$ cat src/rtl/rb_write_ctrl.sv
// -----------------------------------------------------------------------------
// rb_write_ctrl
//
// Write/read controller for the row buffers that feed the row-buffer steering
// stage. Each accepted raster pixel is written into the BRAM lane that holds
// the oldest row. In the same cycle all lanes are read at that column. The
// BRAM is read-first, so the read returns the previous RBs rows before the
// overwrite. One cycle later, matching the BRAM read latency, the controller
// drives steer_en/steer_sel so the steered window comes out oldest row first.
// It also presents the delayed pixel, its column, the primed flag and an
// end-of-frame pulse.
//
// Handshake: a pixel transfers in any cycle where in_valid && in_ready.
// in_ready is 1 in every cycle after reset and there is no backpressure.
// in_valid is sampled only together with in_ready. in_sof and in_pixel only
// mean something on a transfer.
//
// Optional feature:
//   RB_PRIME_GATE_EN  when defined, out_valid is also gated by the primed
//                     state, so no window leaves until RBs full rows of the
//                     current frame are stored. When undefined, every accept
//                     gives a window and downstream qualifies it with
//                     out_primed.
//
// Ports:
//   clk, rst_n          clock (rising edge); asynchronous active-low reset
//   in_valid/in_ready   pixel stream handshake
//   in_pixel            pixel data
//   in_sof              start of frame; resynchronises all counters
//   bram_we             one-hot write lane enable (combinational)
//   bram_waddr/wdata    write column and data (combinational)
//   bram_re/raddr       read enable and column for all lanes (combinational)
//   steer_en/steer_sel  steering enable and rotation; registered, aligned
//                       with the BRAM read data
//   out_valid           window column valid, aligned with the BRAM read data
//   out_pixel/out_col   accepted pixel and its column, delayed one cycle
//   out_primed          all lanes hold real rows of the current frame
//   frame_done          one-cycle pulse after the last pixel of a frame
// -----------------------------------------------------------------------------
module rb_write_ctrl #(
  parameter int PIXEL_WIDTH       = 8,
  parameter int RBs               = 3,
  parameter int RB_ADDR           = 2,
  parameter int BRAM_R_DATA_WIDTH = 24,
  parameter int IMG_WIDTH         = 640,
  parameter int IMG_HEIGHT        = 480,
  parameter int COL_ADDR          = 10,
  parameter int ROW_ADDR          = 9
) (
  input  logic                   clk,
  input  logic                   rst_n,
  input  logic                   in_valid,
  output logic                   in_ready,
  input  logic [PIXEL_WIDTH-1:0] in_pixel,
  input  logic                   in_sof,
  output logic [RBs-1:0]         bram_we,
  output logic [COL_ADDR-1:0]    bram_waddr,
  output logic [PIXEL_WIDTH-1:0] bram_wdata,
  output logic                   bram_re,
  output logic [COL_ADDR-1:0]    bram_raddr,
  output logic                   steer_en,
  output logic [RB_ADDR-1:0]     steer_sel,
  output logic                   out_valid,
  output logic [PIXEL_WIDTH-1:0] out_pixel,
  output logic [COL_ADDR-1:0]    out_col,
  output logic                   out_primed,
  output logic                   frame_done
);

  // rows_filled has to hold the value RBs itself. That does not fit in
  // RB_ADDR bits when RBs is a power of two, so it gets its own width.
  localparam int FILL_W = $clog2(RBs + 1);

  localparam logic [COL_ADDR-1:0] COL_LAST  = COL_ADDR'(IMG_WIDTH - 1);
  localparam logic [ROW_ADDR-1:0] ROW_LAST  = ROW_ADDR'(IMG_HEIGHT - 1);
  localparam logic [RB_ADDR-1:0]  LANE_LAST = RB_ADDR'(RBs - 1);
  localparam logic [FILL_W-1:0]   FILL_FULL = FILL_W'(RBs);
  localparam logic [FILL_W-1:0]   FILL_LAST = FILL_W'(RBs - 1);
  localparam logic [RBs-1:0]      LANE0_OH  = RBs'(1);

  // The read bus carries one pixel per lane. A mismatched parameter set
  // would silently misalign the steering stage.
  if (BRAM_R_DATA_WIDTH != RBs * PIXEL_WIDTH) begin : g_bad_cfg
    $error("rb_write_ctrl: BRAM_R_DATA_WIDTH must equal RBs*PIXEL_WIDTH");
  end

  // PRIME: fewer than RBs rows of this frame stored. STREAM: window complete.
  typedef enum logic {
    ST_PRIME  = 1'b0,
    ST_STREAM = 1'b1
  } state_t;

  state_t state_q, state_d, state_eff;

  logic [COL_ADDR-1:0] col_q, col_d, col_eff;
  logic [ROW_ADDR-1:0] row_q, row_d, row_eff;
  logic [RB_ADDR-1:0]  wr_ptr_q, wr_ptr_d, wr_ptr_eff;
  logic [FILL_W-1:0]   rows_filled_q, rows_filled_d, rows_filled_eff;

  logic ready_q;
  logic accept;
  logic sof_acc;
  logic end_row;
  logic end_frame;

  assign in_ready = ready_q;
  assign accept   = in_valid && ready_q;
  assign sof_acc  = accept && in_sof;

  // An accepted start-of-frame zeroes the position before this pixel is
  // handled. The pixel lands in lane 0, column 0, whatever came before.
  always_comb begin
    col_eff         = col_q;
    row_eff         = row_q;
    wr_ptr_eff      = wr_ptr_q;
    rows_filled_eff = rows_filled_q;
    state_eff       = state_q;
    if (sof_acc) begin
      col_eff         = '0;
      row_eff         = '0;
      wr_ptr_eff      = '0;
      rows_filled_eff = '0;
      state_eff       = ST_PRIME;
    end
  end

  assign end_row   = accept && (col_eff == COL_LAST);
  assign end_frame = end_row && (row_eff == ROW_LAST);

  // ---------------------------------------------------------------------------
  // BRAM strobes: combinational in the accept cycle. The write and the
  // read-first read share one column, so the read returns the RBs older rows
  // at that column, including the row being overwritten.
  // ---------------------------------------------------------------------------
  always_comb begin
    bram_we    = '0;
    bram_waddr = '0;
    bram_wdata = '0;
    bram_re    = 1'b0;
    bram_raddr = '0;
    if (accept) begin
      bram_we    = LANE0_OH << wr_ptr_eff;
      bram_waddr = col_eff;
      bram_wdata = in_pixel;
      bram_re    = 1'b1;
      bram_raddr = col_eff;
    end
  end

  // ---------------------------------------------------------------------------
  // Position counters: next-state logic
  // ---------------------------------------------------------------------------
  always_comb begin
    col_d         = col_q;
    row_d         = row_q;
    wr_ptr_d      = wr_ptr_q;
    rows_filled_d = rows_filled_q;
    if (accept) begin
      col_d         = col_eff + 1'b1;
      row_d         = row_eff;
      wr_ptr_d      = wr_ptr_eff;
      rows_filled_d = rows_filled_eff;
      if (end_row) begin
        col_d = '0;
        if (end_frame) begin
          row_d         = '0;
          wr_ptr_d      = '0;
          rows_filled_d = '0;
        end else begin
          row_d    = row_eff + 1'b1;
          // Lane count need not be a power of two, so wrap explicitly.
          wr_ptr_d = (wr_ptr_eff == LANE_LAST) ? '0 : wr_ptr_eff + 1'b1;
          if (rows_filled_eff != FILL_FULL) begin
            rows_filled_d = rows_filled_eff + 1'b1;
          end
        end
      end
    end
  end

  // ---------------------------------------------------------------------------
  // Priming FSM: next-state logic. The state tracks rows_filled == RBs. It
  // moves to STREAM when the row that fills the last lane completes. It drops
  // back to PRIME at frame end or on an accepted start-of-frame.
  // ---------------------------------------------------------------------------
  always_comb begin
    state_d = state_q;
    if (accept) begin
      state_d = state_eff;
      if (end_frame) begin
        state_d = ST_PRIME;
      end else if (end_row && (rows_filled_eff == FILL_LAST)) begin
        state_d = ST_STREAM;
      end
    end
  end

  // ---------------------------------------------------------------------------
  // State registers
  // ---------------------------------------------------------------------------
  always_ff @(posedge clk or negedge rst_n) begin
    if (!rst_n) begin
      state_q       <= ST_PRIME;
      col_q         <= '0;
      row_q         <= '0;
      wr_ptr_q      <= '0;
      rows_filled_q <= '0;
      ready_q       <= 1'b0;
    end else begin
      state_q       <= state_d;
      col_q         <= col_d;
      row_q         <= row_d;
      wr_ptr_q      <= wr_ptr_d;
      rows_filled_q <= rows_filled_d;
      ready_q       <= 1'b1;
    end
  end

  // ---------------------------------------------------------------------------
  // Aligned outputs: one cycle after the accept, matching BRAM read latency.
  // steer_sel is the lane written in the accept cycle. That lane held the
  // oldest row before the write, so rotating by it orders the window oldest
  // to newest. out_pixel/out_col hold their last value between accepts.
  // ---------------------------------------------------------------------------
  always_ff @(posedge clk or negedge rst_n) begin
    if (!rst_n) begin
      steer_en   <= 1'b0;
      steer_sel  <= '0;
      out_valid  <= 1'b0;
      out_pixel  <= '0;
      out_col    <= '0;
      out_primed <= 1'b0;
      frame_done <= 1'b0;
    end else begin
      steer_en   <= accept;
`ifdef RB_PRIME_GATE_EN
      // Primed is judged before this accept's row completes. The window read
      // in this cycle only holds real data if RBs rows were already stored.
      out_valid  <= accept && (state_eff == ST_STREAM);
`else
      out_valid  <= accept;
`endif
      out_primed <= (state_d == ST_STREAM);
      frame_done <= end_frame;
      if (accept) begin
        steer_sel <= wr_ptr_eff;
        out_pixel <= in_pixel;
        out_col   <= col_eff;
      end
    end
  end

endmodule

$ cat config.mk
export PLATFORM = sky130hd
export DESIGN_NAME = rb_write_ctrl
export DESIGN_NICKNAME = d
export VERILOG_FILES = /design/src/rtl/rb_write_ctrl.sv
export SDC_FILE = /design/constraint.sdc
export NUM_CORES = 1
export LEC_CHECK = 0
export ABC_AREA = 1
export CAP_MARGIN = 20
export CORE_UTILIZATION = 50
export CTS_BUF_LIST = sky130_fd_sc_hd__clkbuf_8 sky130_fd_sc_hd__clkbuf_16
export DETAILED_ROUTE_END_ITERATION = 12
export PLACE_DENSITY = 0.95
export SLEW_MARGIN = 20
export SYNTH_ARGS = -nofsm -noshare
export SYNTH_HDL_FRONTEND = slang
export SYNTH_SLANG_ARGS = --single-unit
$ cat constraint.sdc
create_clock -name clk -period 3.6 [get_ports clk]
set_clock_uncertainty 0.2 [all_clocks]
set_input_delay 0.36 -clock clk [delete_from_list [all_inputs] [get_ports clk]]
set_output_delay 0.36 -clock clk [all_outputs]
set_load 0.005 [all_outputs]
## Word level (Yosys, flattened, before mapping)

Index checks and enable logic that the tools add are counted.
W data, S select, Z words.

- Input bits: 12
- Flip-flop bits (word level): 47
- Latch bits: 0
- Word-level logic and storage cells: 48
- Output and inout bits: 57
- RAM bits: 0
- Memory bits (read-only): 0
- Memories kept: 0

- $add $sub $neg: 4
- Reductions and logical operators: 7
- Div/mod/pow operators: 0
- Order comparisons: 0
- Multiplexer cells: 20
- Bitwise logic cells: 0
- $mul: 0
- Shift-type cells: 1
- Equality and inequality tests: 5

Operators by type and width:

| cell | number |
|---|---|
| $mux W10 | 3 |
| $mux W9 | 3 |
| $mux W2 | 8 |
| $add A10 B1 Y10 const B | 1 |
| $eq A10 B10 Y1 const B | 1 |
| $add A9 B1 Y9 const B | 1 |
| $eq A9 B9 Y1 const B | 1 |
| $mux W8 | 1 |
| $logic_and A1 B1 Y1 | 5 |
| $add A2 B1 Y2 const B | 2 |
| $eq A2 B2 Y1 const B | 2 |
| $mux W1 | 4 |
| $mux W3 | 1 |
| $reduce_bool A3 Y1 | 1 |
| $shl A1 B2 Y3 const A | 1 |
| $ne A2 B2 Y1 const B | 1 |
| $reduce_and A2 Y1 | 1 |

## Longest topological paths before layout

- Depth in word-level cells: 8
- Depth in mapped cells: 16
- Mapped depth without buffers: 14

## Worst setup path after synthesis

OpenSTA, ideal clock, no wires.

- Kind: register to register
- From: register ready_q, in the netlist in_ready
- To: register col_q[9]
- Data required time: 3.284 ns
- Cell stages (with the launch flop): 14
- Clock period less this slack: 2.248 ns
- Library setup time: 0.116 ns
- Path buffers: 2
- Arrival time: 1.932 ns
- Setup slack: 1.352 ns
- Path through: dfrtp_1 nand3_4 buf_4 buf_2 nand2_1 inv_1 ha_1 nand4_1 nor2_2 nand2_2 nand2_1 nor2_1 nand2_1 nand2_1

- Word-level cells in the longest chain between the ends: 6
- Elaborated cells between the ends (all ways): 7
- Those cells by class: 1 x add/sub; 1 x eq/ne; 2 x mux; 3 x reduce/logical

Ends and longest elaborated chain:

| what | line | source |
|---|---|---|
| start: declaration | 100 | `logic ready_q;` |
| start signal: assignment | 208 | `ready_q <= 1'b0;` |
| start signal: assignment | 215 | `ready_q <= 1'b1;` |
| $logic_and A1 B1 Y1 * | 107 | `assign accept = in_valid && ready_q;` |
| $logic_and A1 B1 Y1 * | 108 | `assign sof_acc = accept && in_sof;` |
| $mux W10 * | 118 | `if (sof_acc) begin` |
| net col_eff[0] | 95 | `logic [COL_ADDR-1:0] col_q, col_d, col_eff;` |
| parallel branches: the longest is 2 deep, another holds $add A10 B1 Y10 | - |  |
| $mux W10 * | 163 | `if (end_row) begin` |
| end signal: assignment | 211 | `col_q <= col_d;` |
| end: declaration | 95 |  |

Mark *: on every way through the listed nets, which the timed path passes.
A chain may end at the register's enable or synchronous reset.

## Final worst setup path

- From: input in_valid
- To: output bram_we[1]

- Word-level cells in the longest chain between the ends: 5

Ends and longest elaborated chain:

| what | line | source |
|---|---|---|
| start: declaration | 52 | `input logic in_valid,` |
| $logic_and A1 B1 Y1 * | 107 |  |
| $logic_and A1 B1 Y1 | 108 |  |
| $mux W2 | 118 |  |
| $shl A1 B2 Y3 | 142 | `bram_we = LANE0_OH << wr_ptr_eff;` |
| $mux W3 * | 141 | `if (accept) begin` |
| end: declaration | 56 | `output logic [RBs-1:0] bram_we,` |

Mark *: on every way between the ends. The rest lies on a longest branch, timed or not.

==> reports/qor.yml <==
die_h_um: 73.0
synth_top_family_by_area: "simple AND/OR/NAND/NOR gates"
synth-edff-count: 0
clk_pin_slew_ps: 80
layout.nets: 408
slew_violations: 0
tightest_slew_ps: 579
drive_gt1_share_pct: 5.32
overflow: 0
p_per_area_nw_per_um2: 350
yosysSeqAreaShare_pct: 46.7
fin_setup_tns_ps: 0
ir_drop_v: 0.000340
worst_setup_path_end_kind: "primary output"
vias: 2344
rsz0062_at_grt: "false"
ios: 69
setup_viol: 0
clock-root-buffer: "clkbuf_8"
io_buffers: 68
synth_xor_area_share_pct: 2.78
yosys_warnings: 0
via_per_inst: 5.07
grt_usage_pct: 23.9
die_w_um: 73.0
muxShareOfSynthArea_pct: 0
antenna_left: 0
synth_top_cell_by_area: "dfrtp_1"
grt_pass1_wl_mm: 9.67
fin_crit_sh_pct: 76.1
n_fill_cell: 371
crit_type: "input pin to primary output"
synth_top_area_share_pct: 46.7
place_ws_ps: 677
place_inst: 453
clk_latency_ps: 310
rows: 25
grt_max_degree: 48
max_freq_mhz: 365
core-area_sq_um: 4790
synthDistinctLibCells: 24
cts_tree: "built"
antenna_found_initial: 0
grt_pass1_vias: 2180
multi_input_area_sq_um: 1050
yosys-top-cells-area: "dfrtp_1, nand2_1, nand3_1"
synth-simple-area-share_pct: 33.0
clockBufferDepth: 2
avgSynthCellArea_sq_um: 7.45
netlist_area_sq_um: 2520
status: "complete, no violations"
cap_violations: 0
die-area_sq_um: 5320
htreeDepth: 2
maxSlewHeadroom_pct: 61.4
drc: 0
syn_inst: 338
cts_made_buffers: 5
post-route-min-period_ps: 2740
required_ps: 3040
wire_per_inst_um: 12.6
post_cts_buffers: 0
synth-seq-cells: 47
path_max_fanout: 37
cp-start-kind: "input pin"
arrival_ps: 2180
areaGrowthSynthToFinish_pct: 29.5
start_util_pct: 52.6
timing.hold.ws_ps: 286
drtIter0Drc: 241
synthFlopType: "dfrtp_1"
synth-compound-area-share_pct: 4.97
setup_slack_ps: 861
syn_nets: 352
instances_no_fill: 462
p_leak_nw: 1.66
place_hpwl_mm: 4.23
final_util_pct: 68.1
dr.pass1.iters: 5
gp_congestion: 0.897
synth_fa_ha_area_share_pct: 0.994
cts_sinks: 47
synthArstFlopShare_pct: 100
register_area_sq_um: 1180
hold_viol: 0
hp-class: "flop to flop"
antennaDiodeCount: 0
totalWireLength_mm: 5.82
-- flip-flops by register name, summed over array words and instances (netlist names) --
signal	cells
frame_done	1
col_q	10
row_q	9
out_col	10
out_primed	1
out_pixel	8
out_valid	1
in_ready	1
rows_filled_q	2
wr_ptr_q	2
steer_sel	2
-- cell families after synthesis --
family / count (synthesis)
simple gates: 192
buf+inv: 63
flops: 47
compound gates: 25
xor+xnor: 8
fa+ha+maj: 2
other cells: 1
-- layout make-up --
class | count | share of cell area (%)
Multi-Input combinational cell | 228 | 32.3
Tap cell | 67 | 2.57
Clock inverter | 3 | 0.614
Timing Repair Buffer | 71 | 21.6
Sequential cell | 47 | 36.1
Inverter | 41 | 4.72
Clock buffer | 5 | 2.11
-- timing repair --
| item | CTS | global route |
|---|---|---|
| gates resized for setup | 0 | 0 |
| hold buffers | 0 | 1 |
| endpoints found under the hold margin | 0 | 47 |
-- per-layer routing --
metal	up-vias	track usage, %	part of all wire (%)
met4	0	11.1	1.6
met3	9	4.28	5.6
met1	1093	29.7	42
met5	-	0	0
met2	93	40.6	51
li1	1149	-	-
-- cells in the mapped netlist, types with 2 or more instances --
| cell type | n |
|---|---|
| ha_1 | 2 |
| buf_2 | 4 |
| nand2_1 | 106 |
| nor2_2 | 3 |
| buf_4 | 12 |
| nor2_1 | 33 |
| xor2_1 | 6 |
| nand3_1 | 37 |
| nand2_2 | 2 |
| nand4_1 | 5 |
| inv_2 | 2 |
| o21ai_1 | 3 |
| o21ai_0 | 22 |
| inv_1 | 38 |
| dfrtp_1 | 47 |
| nand3b_1 | 2 |
| clkbuf_1 | 6 |
| xnor2_1 | 2 |
-- critical path, cell delays in order --
cell and delay, ps:
clkdlybuf4s50_1 470, nand3_4 350, nand2_1 170, inv_1 100, nand2_1 60, nor2_1 140, clkdlybuf4s50_1 530
-- path summary, 6_finish.rpt --
check / start / end / slack (ps) / cells past startpoint
worst max-delay path: in_valid / bram_we[1] / 860 / 7
worst min-delay path: out_col[9] / out_col[9] / 290 / 2
worst max register to register: in_ready / col_q[9] / 1090 / 11
worst min register to register: out_col[9] / out_col[9] / 290 / 2
max in group asynchronous: rst_n / col_q[5] / 2410 / 2
min in group asynchronous: rst_n / out_pixel[4] / 390 / 2
-- stage by stage --
stage,total power [mW],instance area [sq um]
after CTS,1.15,3250
final,1.14,3260
after global placement,0.822,3160
after floorplan,0.708,2520
after global routing,1.19,3260
after detailed placement,0.831,3160
-- placed cells by master (no fill, tap or decap), drive strengths merged --
cell type      count
nand2            108
clkdlybuf4s50     67
dfrtp             47
inv               40
nand3             38
nor2              37
o21ai             25
xor2               6
nand4              6
clkbuf             5
buf                3
xnor2              2
nand3b             2
ha                 2
clkinvlp           2
clkinv             2
nor3               1
dlygate4sd3        1
conb               1
-- where the power goes --
group          switching (mW)  total [mW]  internal (mW)
logic                   0.101       0.214          0.114
clock network           0.185       0.320          0.135
registers              0.0344       0.607          0.572
No activity file was read; power rests on OpenSTA's default activity.
